<file path="config.mk">
export PLATFORM = sky130hd
export DESIGN_NAME = board_io_scanner
export DESIGN_NICKNAME = d
export VERILOG_FILES = /design/src/rtl/board_io_scanner.sv
export SDC_FILE = /design/constraint.sdc
export NUM_CORES = 1
export LEC_CHECK = 0
export ABC_AREA = 0
export BUFFER_PORTS_ARGS = -buffer_cell sky130_fd_sc_hd__buf_2
export CAP_MARGIN = 20
export CORE_AREA = 2 2 104 131
export DETAILED_ROUTE_END_ITERATION = 8
export DIE_AREA = 0 0 106 133
export PLACE_DENSITY = 0.75
export SLEW_MARGIN = 25
export SYNTH_ARGS = -nofsm -noshare
export SYNTH_HDL_FRONTEND = slang
export SYNTH_SLANG_ARGS = --single-unit
</file>
<file path="constraint.sdc">
create_clock -name clock -period 2.1 [get_ports clock]
set_input_delay 0.105 -clock clock [delete_from_list [all_inputs] [get_ports clock]]
set_output_delay 0.105 -clock clock [all_outputs]
set_load 0.03 [all_outputs]
</file>
<file path="src/rtl/board_io_scanner.sv">
// Seven-segment scanner with button debounce and switch sync.
// Display pins are registered one clock after the scan state.
module board_io_scanner #(
  parameter int n_digits        = 4,
  parameter int n_buttons       = 4,
  parameter int n_switches      = 8,
  parameter int digit_period    = 50000,
  parameter int blank_cycles    = 16,
  parameter int debounce_cycles = 500000
) (
  input  logic                    clock,
  input  logic                    reset_n,
  input  logic [4*n_digits-1:0]   digits,
  input  logic [n_digits-1:0]     dots,
  input  logic [n_digits-1:0]     digit_enable,
  input  logic [n_buttons-1:0]    buttons,
  input  logic [n_switches-1:0]   switches,
  output logic [n_buttons-1:0]    buttons_level,
  output logic [n_buttons-1:0]    buttons_pressed,
  output logic [n_switches-1:0]   switches_sync,
  output logic [6:0]              seven_segments,
  output logic                    dot,
  output logic [n_digits-1:0]     anodes
);

  localparam int cw = (digit_period > 1) ? $clog2(digit_period) : 1;
  localparam int iw = (n_digits > 1) ? $clog2(n_digits) : 1;
  localparam int dw = (debounce_cycles > 1) ? $clog2(debounce_cycles) : 1;

  localparam logic [cw-1:0] slot_last = cw'(digit_period - 1);
  localparam logic [cw-1:0] blank_end = cw'(blank_cycles);
  localparam logic [iw-1:0] idx_last  = iw'(n_digits - 1);
  localparam logic [dw-1:0] deb_last  = dw'(debounce_cycles - 1);
  localparam logic [n_digits-1:0] an_one = n_digits'(1);

  logic [cw-1:0] slot;
  logic [iw-1:0] idx;
  logic [3:0]    nib;
  logic          dp_sel;
  logic          en_sel;

  logic [n_buttons-1:0]  b_meta;
  logic [n_buttons-1:0]  b_sync;
  logic [dw-1:0]         dcnt [n_buttons];
  logic [n_switches-1:0] sw_meta;

  function automatic logic [6:0] seg_decode(input logic [3:0] n);
    logic [6:0] s;
    unique case (n)
      4'h0: s = 7'b1000000;
      4'h1: s = 7'b1111001;
      4'h2: s = 7'b0100100;
      4'h3: s = 7'b0110000;
      4'h4: s = 7'b0011001;
      4'h5: s = 7'b0010010;
      4'h6: s = 7'b0000010;
      4'h7: s = 7'b1111000;
      4'h8: s = 7'b0000000;
      4'h9: s = 7'b0010000;
      4'ha: s = 7'b0001000;
      4'hb: s = 7'b0000011;
      4'hc: s = 7'b1000110;
      4'hd: s = 7'b0100001;
      4'he: s = 7'b0000110;
      4'hf: s = 7'b0001110;
    endcase
    return s;
  endfunction

  // slot counter and digit index advancing on each slot wrap
  always_ff @(posedge clock or negedge reset_n) begin
    if (!reset_n) begin
      slot <= '0;
      idx  <= '0;
    end else if (slot == slot_last) begin
      slot <= '0;
      idx  <= (idx == idx_last) ? '0 : idx + 1'b1;
    end else begin
      slot <= slot + 1'b1;
    end
  end

  // pick the nibble, dot and enable of the current digit
  always_comb begin
    nib    = '0;
    dp_sel = 1'b0;
    en_sel = 1'b0;
    for (int i = 0; i < n_digits; i++) begin
      if (idx == iw'(i)) begin
        nib    = digits[4*i +: 4];
        dp_sel = dots[i];
        en_sel = digit_enable[i];
      end
    end
  end

  // registered display pins, live data, blanking on disabled digits
  always_ff @(posedge clock or negedge reset_n) begin
    if (!reset_n) begin
      anodes         <= '1;
      seven_segments <= 7'h7f;
      dot            <= 1'b1;
    end else if (!en_sel) begin
      anodes         <= '1;
      seven_segments <= 7'h7f;
      dot            <= 1'b1;
    end else begin
      seven_segments <= seg_decode(nib);
      dot            <= ~dp_sel;
      anodes         <= (slot < blank_end) ? '1 : ~(an_one << idx);
    end
  end

  // button sync and per-button debounce with rising-edge pulse
  always_ff @(posedge clock or negedge reset_n) begin
    if (!reset_n) begin
      b_meta          <= '0;
      b_sync          <= '0;
      buttons_level   <= '0;
      buttons_pressed <= '0;
      for (int i = 0; i < n_buttons; i++) dcnt[i] <= '0;
    end else begin
      b_meta          <= buttons;
      b_sync          <= b_meta;
      buttons_pressed <= '0;
      for (int i = 0; i < n_buttons; i++) begin
        if (b_sync[i] == buttons_level[i]) begin
          dcnt[i] <= '0;
        end else if (dcnt[i] == deb_last) begin
          buttons_level[i]   <= b_sync[i];
          buttons_pressed[i] <= b_sync[i];
          dcnt[i]            <= '0;
        end else begin
          dcnt[i] <= dcnt[i] + 1'b1;
        end
      end
    end
  end

  // two-flop switch synchroniser
  always_ff @(posedge clock or negedge reset_n) begin
    if (!reset_n) begin
      sw_meta       <= '0;
      switches_sync <= '0;
    end else begin
      sw_meta       <= switches;
      switches_sync <= sw_meta;
    end
  end

endmodule

</file>
== After elaboration in Yosys (flattened, before gate mapping) ==
Memories as Yosys holds them, arrays and structs flattened.
Cells that the tools add are included.

* $mul: 0
* Eq/ne operators: 12
* Reduce and logical (&&, ||, !) cells: 5
* $add $sub $neg: 6
* Bitwise logic cells: 6
* Multiplexer cells: 34
* Order comparisons: 1
* Divide/modulo/power cells: 0
* Shift operators: 1

{| class="wikitable"
|+ Operators with widths
! kind !! number
|-
| $mux 19 || 8
|-
| $add 19x1->19 const B || 4
|-
| $eq 19x19->1 const B || 4
|-
| $mux 4 || 6
|-
| $mux 1 || 17
|-
| $add 16x1->16 const B || 1
|-
| $eq 16x16->1 const B || 1
|-
| $lt 16x5->1 const B || 1
|-
| $mux 16 || 1
|-
| $reduce_and 2->1 || 4
|-
| $mux 7 || 1
|-
| $not 1->1 || 5
|-
| $eq 1x1->1 || 4
|-
| $eq 2x2->1 const B || 2
|-
| $not 4->4 || 1
|-
| $shl 1x2->4 const A || 1
|-
| $add 2x1->2 const B || 1
|-
| $eq 2x1->1 const B || 1
|-
| $logic_not 2->1 || 1
|-
| $mux 2 || 1
|}

* Bits in registers: 138
* Memory bits (read-only): 112
* Bits in latches: 0
* Output and inout port bits: 28
* Memory bits (writable): 0
* Memories: 1

{| class="wikitable"
|+ Memory list
! memory !! depth !! bits a word !! rd ports !! clocked after Yosys merged registers in !! write ports !! RTL line !! RTL
|-
| (name not given) || 16 || 7 || 1 || 0 || 0 || 49 || <nowiki>unique case (n)</nowiki>
|}

== Depth between registers and ports, before layout ==
Gate-level depths: netlist (run 1).

* Depth in word-level cells: 7
* Gate-level depth with buffers: 11
* Gate-level depth less buffers: 10

== Least setup slack after synthesis (run 1) ==
OpenSTA, ideal clock, no wires.

* Path type: reg2reg
* Start: register idx[1]
* End: register seven_segments[3]
* Data required time: 2,017 ps
* Buffers on the path: 1
* Data arrival time: 2,120 ps
* Library setup time: 83 ps
* Path slack: -103 ps
* Stages on the path, launching flop included: 10
* Cells stage by stage: dfrtp_1 > inv_1 > ha_1 > buf_2 > nand3b_1 > a31oi_1 > inv_1 > ha_1 > o2111a_1 > a41oi_1

* Cells in the longest elaborated chain, start to end: 7
* Elaborated cells on any way between the ends: 14

{| class="wikitable"
|+ Ends and longest elaborated chain
! element !! RTL line !! RTL
|-
| start: declaration || 37 || <nowiki>logic [iw-1:0] idx;</nowiki>
|-
| start signal: assignment || 77 || <nowiki>idx <= (idx == idx_last) ? '0 : idx + 1'b1;</nowiki>
|-
| $logic_not 2->1 || 89 || <nowiki>if (idx == iw'(i)) begin</nowiki>
|-
| $mux 4 (4 in a row) || 89 ||
|-
| $mem_v2 16x7 || n/a ||
|-
| $mux 7 (*) || 103 || <nowiki>end else if (!en_sel) begin</nowiki>
|-
| end signal: assignment || 108 || <nowiki>seven_segments <= seg_decode(nib);</nowiki>
|-
| end: declaration || 21 || <nowiki>output logic [6:0] seven_segments,</nowiki>
|}

Mark *: on every way between the ends. The rest lies on a longest branch, timed or not.
A chain may end at the register's enable or synchronous reset.

== Worst setup path in the final report (run 1) ==
Ends and elaborated chain as after synthesis.

==> results of run 1 <==
## cells by family after synthesis
group,Yosys count
adder cells (fa/ha/maj),15
AO/OA/AOI/OAI,32
AND/OR/NAND/NOR,300
XOR/XNOR,84
flip-flops,138
multiplexers,7
buffers and inverters,26
## stage by stage
stage | power [mW] | cell area, µm² | setup TNS, ns | utilization, % | cells
2_1_floorplan | 2.95 | 6330 | 0 | - | 602
3_3_place_gp | 3.10 | 6940 | 0 | 53.4 | 841
3_5_place_dp | 3.11 | 6940 | -0.0832 | 53.4 | 841
4_1_cts | 5.96 | 7650 | 0 | 58.9 | 888
5_1_grt | 6.12 | 7720 | -0.228 | 59.4 | 891
6_report | 5.90 | 7720 | -0.0244 | 59.4 | 891
## cell type report
class	instances	area, µm²	share of cell area, %
Clock inverter	13	121	1.57
Sequential cell	138	3470	44.9
Tap cell	171	214	2.77
Inverter	13	48.8	0.632
Multi-Input combinational cell	438	2780	36.0
Clock buffer	19	443	5.74
Timing Repair Buffer	99	649	8.41
## cell usage after synthesis, types with 2 or more instances
cell,number,area share (%)
mux2_2,3,0.54
nand3_1,40,3.2
or3_1,2,0.20
o221ai_1,4,0.55
nand4_1,15,1.5
and3_2,2,0.24
inv_1,13,0.77
xnor2_1,48,6.7
nor3_1,16,1.3
and3b_1,2,0.28
dfrtp_1,126,50
nand2_1,55,3.3
o21ai_0,6,0.48
o22ai_1,3,0.30
buf_4,3,0.36
and2_1,8,0.79
dfstp_2,12,5.0
mux2i_1,3,0.48
nand2b_1,3,0.30
nand3b_1,4,0.48
nor4_1,10,0.99
buf_2,7,0.55
a21oi_1,6,0.48
ha_1,15,3.0
and3_1,6,0.59
or2_2,4,0.40
xor2_1,36,5.0
nor2_1,109,6.5
buf_6,2,0.36
and4_1,12,1.7
nor4bb_1,2,0.32
o211ai_1,2,0.24
o211a_1,2,0.32
## power groups by stage
stage	clock network [mW]	registers, mW	logic (mW)
CTS	2.87	2.76	0.326
global placement	0	2.80	0.297
detailed placement	0	2.81	0.303
floorplan	0	2.84	0.110
finish	2.81	2.76	0.327
global route	2.99	2.77	0.362
## final timing paths
check / end / slack, ns / depth (start not counted)
setup / recovery: seven_segments[3]$_DFF_PN1_ / -0.02 / 8
hold / removal: dot$_DFF_PN1_ / 0.14 / 4
setup reg to reg: seven_segments[3]$_DFF_PN1_ / -0.02 / 8
hold reg to reg: b_sync[0]$_DFF_PN0_ / 0.35 / 0
max in group asynchronous: anodes[3]$_DFF_PN1_ / 1.19 / 3
min in group asynchronous: buttons_level[1]$_DFFE_PN0P_ / 0.24 / 2
## state kept, by name, summed over array words and instances (netlist names), 7 cells and up
register / flops
seven_segments: 7
dcnt: 76
slot: 16
switches_sync: 8
sw_meta: 8
## what timing repair did
action                     in CTS  in global routing
resized for setup               2                 14
hold endpoints to repair       71                  0
pin swaps                       0                  2
setup endpoints to repair       3                 25
hold buffers                   15                  0
setup buffers                   0                  3
## layer usage
| layer | vias to the layer above | share of wire, % | track usage [%] |
|---|---|---|---|
| li1 | 2262 | - | - |
| met1 | 2310 | 42 | 23.8 |
| met2 | 159 | 51 | 34.8 |
| met3 | 35 | 4.9 | 5.32 |
| met4 | 0 | 2.5 | 8.85 |
| met5 | - | 0 | 0 |
## tightest hold or removal path: stages
cell and delay (ns):
buf_2 0.08, a21oi_1 0.05, o21ai_0 0.25, nand2_1 0.07
==> flow_metrics.env, run 1 <==
export IMPL_fp_dieH_um=133
export IMPL_combPwrFrac_pct=5.5
export IMPL_synth_compound_area_share_pct=3.59
export IMPL_setup_viol=1
export IMPL_syn_nets=655
export IMPL_drc=0
export IMPL_drt_total_wl_um=13200
export IMPL_final_common_cell="dfrtp_1"
export IMPL_hp_class="input pin to flip-flop"
export IMPL_finClkSkew_ns=0.00673
export IMPL_hold_viol=0
export IMPL_timing_final_ws_setup_ns=-0.0244
export IMPL_synth_fa_ha_area_share_pct=2.97
export IMPL_period_needed_ns=2.12
export IMPL_first_global_vias=4942
export IMPL_max_cap_violations=0
export IMPL_cts_inserted_buffers=17
export IMPL_synth_top_family_by_area="simple AND/OR/NAND/NOR gates"
export IMPL_max_freq_ghz=0.471
export IMPL_synth_xor_area_share_pct=11.7
export IMPL_min_delay_start="dots[2]"
export IMPL_synth_simple_gate_area_share_pct=23.5
export IMPL_drtPass1Iterations=5
export IMPL_cts_tree="built"
export IMPL_drt_iter0_drc=219
export IMPL_violations="negative setup slack"
export IMPL_end_kind="flip-flop"
export IMPL_relSlewSlack_pct=58.7
export IMPL_gr_usage_all_layers_pct=20.2
export IMPL_yosys_mux_area_fraction_pct=1.25
export IMPL_core_area_um2=13000
export IMPL_diodes=0
export IMPL_seq_power_share_pct=46.8
export IMPL_yosysSeqAreaShare_pct=54.9
export IMPL_numPortBuffers=65
export IMPL_ys_ff_latch=138
export IMPL_core_rowCount=47
export IMPL_grt_pass1_wl_um=22600
export IMPL_area_growth_synth_to_final_pct=22.3
export IMPL_powerDensity_nw_per_um2=764
export IMPL_synth_cells=602
export IMPL_synth_flop_cell="dfrtp_1"
export IMPL_internal_power_mw=4.51
export IMPL_layout_common_cells="dfrtp_1, nor2_1, buf_2"
export IMPL_grt_ovfl_total=0
export IMPL_hold_worst_slack_ns=0.138
export IMPL_boundaryPins=66
export IMPL_swShare_pct=23.5
export IMPL_synth_edf_count=0
export IMPL_slowest_stage="dfrtp_1"
export IMPL_status="complete, but fails checks"
export IMPL_wl_per_cell_um=14.8
export IMPL_ys_async_sr_fraction_pct=100
export IMPL_clk_pin_slew_ns=0.06
export IMPL_synth_cell_area_um2=6310
export IMPL_nets=760
export IMPL_cts_root_buf="clkbuf_16"
export IMPL_syn_avg_cell_area_um2=10.5
export IMPL_path_cells="inv_1, ha_2, nand3b_1, a31oi_4, inv_1, ha_1, o2111a_1, a41oi_1"
export IMPL_switchingPower_mw=1.39
export IMPL_yosysUniqueCellTypes=54
export IMPL_yosysWarnings=0
export IMPL_crit_family="compound AO/OA/AOI/OAI gates"
export IMPL_clock_latency_ns=0.43
export IMPL_grt_max_degree=66
export IMPL_arrival_ns=2.47
export IMPL_dp_final_hpwl_um=9040
export IMPL_numClockSinks=138
export IMPL_viasPerCell=5.35
export IMPL_die_area_um2=14100
export IMPL_dp_slack_ns=-0.0345
export IMPL_postRouteAntennaNets=0
export IMPL_antenna_found_initial=0
export IMPL_cp_required_ns=2.44
export IMPL_nFillCells=1042
export IMPL_p_leak_nw=3.40
export IMPL_htree_levels=4
export IMPL_r2r_start="idx[1]$_DFFE_PN0N_"
export IMPL_max_vdd_ir_drop_uv=503
export IMPL_crit_type="flip-flop to flip-flop"
export IMPL_worst_pin_slew_ns=0.619
export IMPL_slew_violations=0
export IMPL_clockBufferDepth=2
export IMPL_post_route_period_util_pct=101
export IMPL_die_x_um=106
export IMPL_drive_above_1_share_pct=21.4
export IMPL_gp_congestion=0.990
export IMPL_startpoint_type="flip-flop"
export IMPL_rsz0062_at_grt="true"
export IMPL_slowest_delay_ns=0.38
export IMPL_crit_buf_inv=2
export IMPL_initial_utilization_pct=48.6
export IMPL_crit_fanout=8
export IMPL_vias=4766
export IMPL_critPathLaunch="idx[1]$_DFFE_PN0N_"
export IMPL_clkPwrFrac_pct=47.7
export IMPL_crit_path_frequent_cell="inv_1"
(Power assumes the default switching activity.)
==> inputs of run 2 (changes only) <==
--- a/config.mk
+++ b/config.mk
@@ -5,13 +5,13 @@
 export SDC_FILE = /design/constraint.sdc
 export NUM_CORES = 1
 export LEC_CHECK = 0
-export ABC_AREA = 0
+export ABC_AREA = 1
 export BUFFER_PORTS_ARGS = -buffer_cell sky130_fd_sc_hd__buf_2
 export CAP_MARGIN = 20
-export CORE_AREA = 2 2 104 131
+export CORE_AREA = 2 2 113 142
 export DETAILED_ROUTE_END_ITERATION = 8
-export DIE_AREA = 0 0 106 133
-export PLACE_DENSITY = 0.75
+export DIE_AREA = 0 0 115 144
+export PLACE_DENSITY = 0.74
 export SLEW_MARGIN = 25
 export SYNTH_ARGS = -nofsm -noshare
 export SYNTH_HDL_FRONTEND = slang
==> run 2 against run 1 <==
  * The flow now finishes without violations
  * Sequential power is essentially flat
  * Die area grew 17%
  * Largest power group unchanged
  * Power grew 7.0%
  * Largest cell class is now multi-input gates
  * Final cell count grew 40%
  * Synthesized cell count grew 59%
  * Clock skew grew 0.0090 ns
  * Maximum frequency grew 5.9%
==> flow_metrics.env, run 2 <==
export IMPL_arrival_ns=2.35
export IMPL_drive_above_1_share_pct=15.9
export IMPL_netlist_area_leader_share_pct=42.4
export IMPL_synth_edf_count=0
export IMPL_initial_utilization_pct=48.5
export IMPL_area_growth_synth_to_final_pct=18.6
export IMPL_yosysWarnings=0
export IMPL_hold_worst_slack_ns=0.0394
export IMPL_synthTopCellsByArea="dfrtp_1, nand2_1, nor2_1, nand3_1, inv_1"
export IMPL_slowest_stage="dlygate4sd3_1"
export IMPL_syn_nets=1013
export IMPL_die_area_um2=16600
export IMPL_die_x_um=115
export IMPL_first_global_vias=6341
export IMPL_boundaryPins=66
export IMPL_regMostFlops="dcnt"
export IMPL_ys_ff_latch=138
export IMPL_synth_cell_area_um2=7430
export IMPL_vias=6467
export IMPL_place_area_um2=7970
export IMPL_clk_pin_slew_ns=0.06
export IMPL_internal_power_mw=4.95
export IMPL_crit_fanout=8
export IMPL_startpoint_type="flip-flop"
export IMPL_grt_ovfl_total=0
export IMPL_synth_most_common_cell="nand2_1"
export IMPL_hold_depth=4
export IMPL_post_route_period_util_pct=95.5
export IMPL_r2r_start="idx[0]$_DFFE_PN0N_"
export IMPL_setup_viol=0
export IMPL_end_kind="flip-flop"
export IMPL_largest_register_ffs=76
export IMPL_seq_power_share_pct=43.6
export IMPL_cp_required_ns=2.45
export IMPL_crit_type="flip-flop to flip-flop"
export IMPL_path_cells="inv_2, ha_2, buf_4, a21oi_1, nand2_1, nand2_1, nand2_4, o211ai_1, dlygate4sd3_1"
export IMPL_drt_iter0_drc=489
export IMPL_ys_async_sr_fraction_pct=100
export IMPL_dp_final_hpwl_um=11900
export IMPL_status="complete, no violations"
export IMPL_final_common_cell="nand2_1"
export IMPL_hold_viol=0
export IMPL_powerDensity_nw_per_um2=716
export IMPL_slew_violations=0
export IMPL_gp_congestion=0.936
export IMPL_drt_total_wl_um=16400
export IMPL_fp_dieH_um=144
export IMPL_r2r_slack_ns=0.09
export IMPL_critPathLaunch="idx[0]$_DFFE_PN0N_"
export IMPL_finClkSkew_ns=0.0157
export IMPL_core_area_um2=15300
export IMPL_setup_tns_ns=0
export IMPL_clock_latency_ns=0.42
export IMPL_diodes=0
export IMPL_place_inst=1202
export IMPL_max_freq_ghz=0.498
export IMPL_nets=1105
export IMPL_p_leak_nw=3.85
export IMPL_clockBufferDepth=2
export IMPL_synth_cells=960
export IMPL_layout_common_cells="nand2_1, nor2_1, dfrtp_1"
export IMPL_rr_endpoint="dot$_DFF_PN1_"
export IMPL_synth_flop_cell="dfrtp_1"
export IMPL_syn_avg_cell_area_um2=7.74
export IMPL_worst_pin_slew_ns=0.645
export IMPL_yosysSeqAreaShare_pct=46.7
export IMPL_relSlewSlack_pct=57.0
export IMPL_swShare_pct=21.6
export IMPL_crit_end="dot$_DFF_PN1_"
export IMPL_max_vdd_ir_drop_uv=514
export IMPL_core_rowCount=51
export IMPL_clkPwrFrac_pct=51.3
export IMPL_rsz0062_at_grt="false"
export IMPL_ys_top_cells_by_count="nand2_1, nor2_1, dfrtp_1, inv_1, nand3_1"
export IMPL_postRouteAntennaNets=0
export IMPL_period_needed_ns=2.01
export IMPL_switchingPower_mw=1.36
export IMPL_antenna_found_initial=0
export IMPL_htree_levels=4
export IMPL_finalNonFillerCells=1250
export IMPL_hp_class="input pin to flip-flop"
export IMPL_crit_path_frequent_cell="nand2_1"
export IMPL_viasPerCell=5.17
export IMPL_synth_largest_area_cell="dfrtp_1"
export IMPL_max_cap_violations=0
export IMPL_drtPass1Iterations=6
export IMPL_wl_per_cell_um=13.1
export IMPL_cts_tree="built"
export IMPL_fin_util_pct=57.6
export IMPL_drc=0
export IMPL_grt_max_degree=59
export IMPL_grt_pass1_wl_um=28000
export IMPL_numClockSinks=138
export IMPL_reg_top3="dcnt x76, slot x16"
export IMPL_gr_usage_all_layers_pct=21.1
export IMPL_yosysUniqueCellTypes=37
export IMPL_cts_root_buf="clkbuf_16"
export IMPL_cts_inserted_buffers=17
export IMPL_combPwrFrac_pct=5.2
export IMPL_final_area_um2=8820
export IMPL_numPortBuffers=65
export IMPL_slowest_delay_ns=0.57
export IMPL_r2r_cells=9
## run 2: changes by cell type after synthesis, sizes merged, moves of 20 or more
cell,previous run,this run
inv,13,105
nor2,109,205
xnor2,48,7
nand2,56,224
nand3,40,87
nor3,16,36
## run 2: layout make-up
type	count	area [µm²]
inverter	105	397
multi-input combinational	703	3520
timing repair buffer	87	549
clock inverter	10	164
clock buffer	22	484
fill	1371	6500
tap	185	231
sequential	138	3470
## run 2: worst min-delay path by stage
| stage | end | start |
|---|---|---|
| floorplan | b_meta[0]$_DFF_PN0_ | reset_n |
| global placement | dcnt[66]$_DFF_PN0_ | reset_n |
| detailed placement | dcnt[66]$_DFF_PN0_ | reset_n |
| CTS | seven_segments[6]$_DFF_PN1_ | digits[15] |
| global route | seven_segments[6]$_DFF_PN1_ | digits[15] |
| finish | seven_segments[6]$_DFF_PN1_ | digits[15] |
## run 2: stage by stage
step                power [mW]  worst slack [ns]
floorplan                 2.95             0.359
global placement          3.10             0.170
detailed placement        3.11            0.0972
CTS                       6.40            0.0343
global route              6.56           0.00360
finish                    6.32            0.0937
## run 2: routing by layer
metal  routed length [µm]  global-route usage, %  vias to the layer above  part of all wire, %
li1                     -                      -                     3238                    -
met1                 6960                   24.5                     3006                   42
met2                 8310                   36.4                      185                   51
met3                  745                   4.74                       38                  4.5
met4                  383                   10.8                        0                  2.3
met5                    0                      0                        -                    0
## run 2: worst max-delay path: cells and delay by family (launching register included)
family,cells,cell delay [ns]
simple gates,3,0.25
fa+ha+maj,1,0.26
compound gates,2,0.15
flops,1,0.43
buf+inv,3,0.83
## run 2: power by group through the flow
| stage | combinational (mW) | clock (mW) | sequential, mW |
|---|---|---|---|
| floorplan | 0.116 | 0 | 2.84 |
| global placement | 0.305 | 0 | 2.80 |
| detailed placement | 0.309 | 0 | 2.80 |
| CTS | 0.333 | 3.31 | 2.75 |
| global route | 0.372 | 3.43 | 2.76 |
| finish | 0.327 | 3.24 | 2.75 |
## run 2: logic make-up (layout without fill, tap and decap cells)
group	Yosys count	count (layout)	synth area share (%)
flip-flops	138	138	46.7
adder cells (fa/ha/maj)	15	15	2.52
buffers and inverters	119	224	6.51
XOR/XNOR	40	40	4.71
AND/OR/NAND/NOR	604	604	36.4
AO/OA/AOI/OAI	44	44	3.20
## run 2: timing repair
item | 4_1_cts | 5_1_grt
gates resized for setup | 0 | 12
endpoints found under the hold margin | 60 | 0
hold buffers | 16 | 0
setup endpoints to repair | 0 | 8
buffers inserted | 0 | 0
==> inputs of run 3 (changes only) <==
--- a/config.mk
+++ b/config.mk
@@ -12,6 +12,7 @@
 export DETAILED_ROUTE_END_ITERATION = 8
 export DIE_AREA = 0 0 115 144
 export PLACE_DENSITY = 0.74
+export SETUP_SLACK_MARGIN = 0.15
 export SLEW_MARGIN = 25
 export SYNTH_ARGS = -nofsm -noshare
 export SYNTH_HDL_FRONTEND = slang
==> run 3 against run 2 <==
  * Sequential share of layout area fell by 0.15 points
  * Utilization grew 0.24 points
  * Clock skew down 0.0087 ns
  * Combinational power barely moved
  * Count of clock-buffer cells in the layout did not move
  * Register-to-register slack better by 0.20 ns
  * Sequential cell count unchanged
  * Critical endpoint is now seven_segments[1]$_DFF_PN1_
  * Largest power group unchanged
==> flow_metrics.env, run 3 (synthesis gave the netlist of run 2 again) <==
export IMPL_r2r_cells=12
export IMPL_arrival_ns=2.16
export IMPL_crit_type="flip-flop to flip-flop"
export IMPL_fp_dieH_um=144
export IMPL_grt_ovfl_total=0
export IMPL_r2r_start="idx[1]$_DFFE_PN0N_"
export IMPL_powerDensity_nw_per_um2=714
export IMPL_largest_register_ffs=76
export IMPL_drt_iter0_drc=476
export IMPL_p_leak_nw=3.85
export IMPL_boundaryPins=66
export IMPL_area_growth_synth_to_final_pct=19.1
export IMPL_wl_per_cell_um=13.2
export IMPL_startpoint_type="flip-flop"
export IMPL_finalPower_mw=6.32
export IMPL_cts_inserted_buffers=17
export IMPL_nets=1105
export IMPL_drtPass1Iterations=5
export IMPL_holdPathEnd="seven_segments[6]$_DFF_PN1_"
export IMPL_antenna_found_initial=0
export IMPL_htree_levels=4
export IMPL_setup_tns_ns=0
export IMPL_cts_root_buf="clkbuf_16"
export IMPL_slew_violations=0
export IMPL_crit_fanout=8
export IMPL_die_x_um=115
export IMPL_setup_viol=0
export IMPL_end_kind="flip-flop"
export IMPL_drc=0
export IMPL_period_needed_ns=1.81
export IMPL_initial_utilization_pct=48.5
export IMPL_relSlewSlack_pct=57.6
export IMPL_clockBufferDepth=2
export IMPL_finClkSkew_ns=0.00704
export IMPL_post_cts_buffers=0
export IMPL_cts_tree="built"
export IMPL_layout_common_cells="nand2_1, nor2_1, dfrtp_1"
export IMPL_clk_pin_slew_ns=0.05
export IMPL_rsz0062_at_grt="false"
export IMPL_numClockSinks=138
export IMPL_worst_pin_slew_ns=0.635
export IMPL_grt_max_degree=59
export IMPL_rr_endpoint="seven_segments[1]$_DFF_PN1_"
export IMPL_first_global_vias=6341
export IMPL_core_rowCount=51
export IMPL_dp_final_hpwl_um=11900
export IMPL_regMostFlops="dcnt"
export IMPL_gp_congestion=0.936
export IMPL_diodes=0
export IMPL_max_cap_violations=0
export IMPL_status="complete, no violations"
export IMPL_final_common_cell="nand2_1"
export IMPL_vias=6574
export IMPL_cp_required_ns=2.45
export IMPL_gr_usage_all_layers_pct=21.1
export IMPL_die_area_um2=16600
export IMPL_max_freq_ghz=0.552
export IMPL_hp_class="input pin to flip-flop"
export IMPL_reg_top3="dcnt x76, slot x16"
export IMPL_clock_latency_ns=0.42
export IMPL_drt_total_wl_um=16500
export IMPL_viasPerCell=5.26
export IMPL_hold_depth=4
export IMPL_fin_util_pct=57.8
export IMPL_r2r_slack_ns=0.29
export IMPL_numPortBuffers=65
export IMPL_core_area_um2=15300
export IMPL_grt_pass1_wl_um=28000
export IMPL_postRouteAntennaNets=0
export IMPL_hold_viol=0
export IMPL_drive_above_1_share_pct=16.3
export IMPL_max_vdd_ir_drop_uv=523
export IMPL_post_route_period_util_pct=86.2
export IMPL_min_delay_start="digits[15]"
-- run 3: how the worst max path moves through the flow --
stage / start / endpoint / depth (start not counted) / slack [ns]
after CTS: idx[1]$_DFFE_PN0N_ / seven_segments[0]$_DFF_PN1_ / 13 / 0.16
after floorplan: idx[0]$_DFFE_PN0N_ / seven_segments[3]$_DFF_PN1_ / 11 / 0.36
after detailed placement: idx[1]$_DFFE_PN0N_ / seven_segments[0]$_DFF_PN1_ / 13 / 0.1
after global routing: idx[1]$_DFFE_PN0N_ / seven_segments[0]$_DFF_PN1_ / 13 / 0.14
final: idx[1]$_DFFE_PN0N_ / seven_segments[1]$_DFF_PN1_ / 12 / 0.29
after global placement: idx[1]$_DFFE_PN0N_ / seven_segments[6]$_DFF_PN1_ / 13 / 0.17
-- run 3: cell type report --
class | instances | area [µm²]
Multi-Input combinational cell | 703 | 3550
Clock inverter | 10 | 164
Tap cell | 185 | 231
Sequential cell | 138 | 3470
Timing Repair Buffer | 87 | 549
Inverter | 105 | 402
Fill cell | 1359 | 6460
Clock buffer | 22 | 484
-- run 3: timing repair --
item                                   CTS  global route
hold buffers                            16             0
setup endpoints to repair                5             7
pin swaps                                0             1
endpoints found under the hold margin   60             0
resized for setup                        3            19
-- run 3: stage by stage --
stage          instances  hold WS (ns)  setup slack (ns)  cell area (µm²)
2_1_floorplan        960        -0.191             0.359             7430
3_3_place_gp        1202         0.100             0.170             7970
3_5_place_dp        1202         0.105            0.0972             7970
4_1_cts             1250        0.0289             0.158             8780
5_1_grt             1250        0.0659             0.140             8850
6_report            1250        0.0426             0.289             8850
-- run 3: routing by layer --
metal  vias to the layer above  wire length (µm)  part of all wire, %  global-route usage (%)
li1                       3239                 -                    -                       -
met1                      3079              6960                   42                    24.5
met2                       201              8250                   50                    36.4
met3                        55               758                  4.6                    4.74
met4                         0               519                  3.1                    10.8
met5                         -                 0                    0                       0
-- run 3: power by group --
group          leakage (nW)  total (mW)  internal [mW]  switching (mW)
sequential             1.80        2.75           2.72          0.0287
clock                 0.317        3.24           2.12            1.12
combinational          1.73       0.328          0.112           0.216
total                  3.85        6.32           4.95            1.37
-- run 3: critical path, cell delays in order, from the launching register on --
cell and delay [ns]:
dfrtp_2 0.46, inv_4 0.10, ha_4 0.17, inv_2 0.07, nand2_1 0.07, nand3_1 0.06
nand2_1 0.11, nand2_4 0.09, ha_1 0.30, nand3_1 0.11, nor2_1 0.05, nor2_1 0.09
nand2_1 0.06
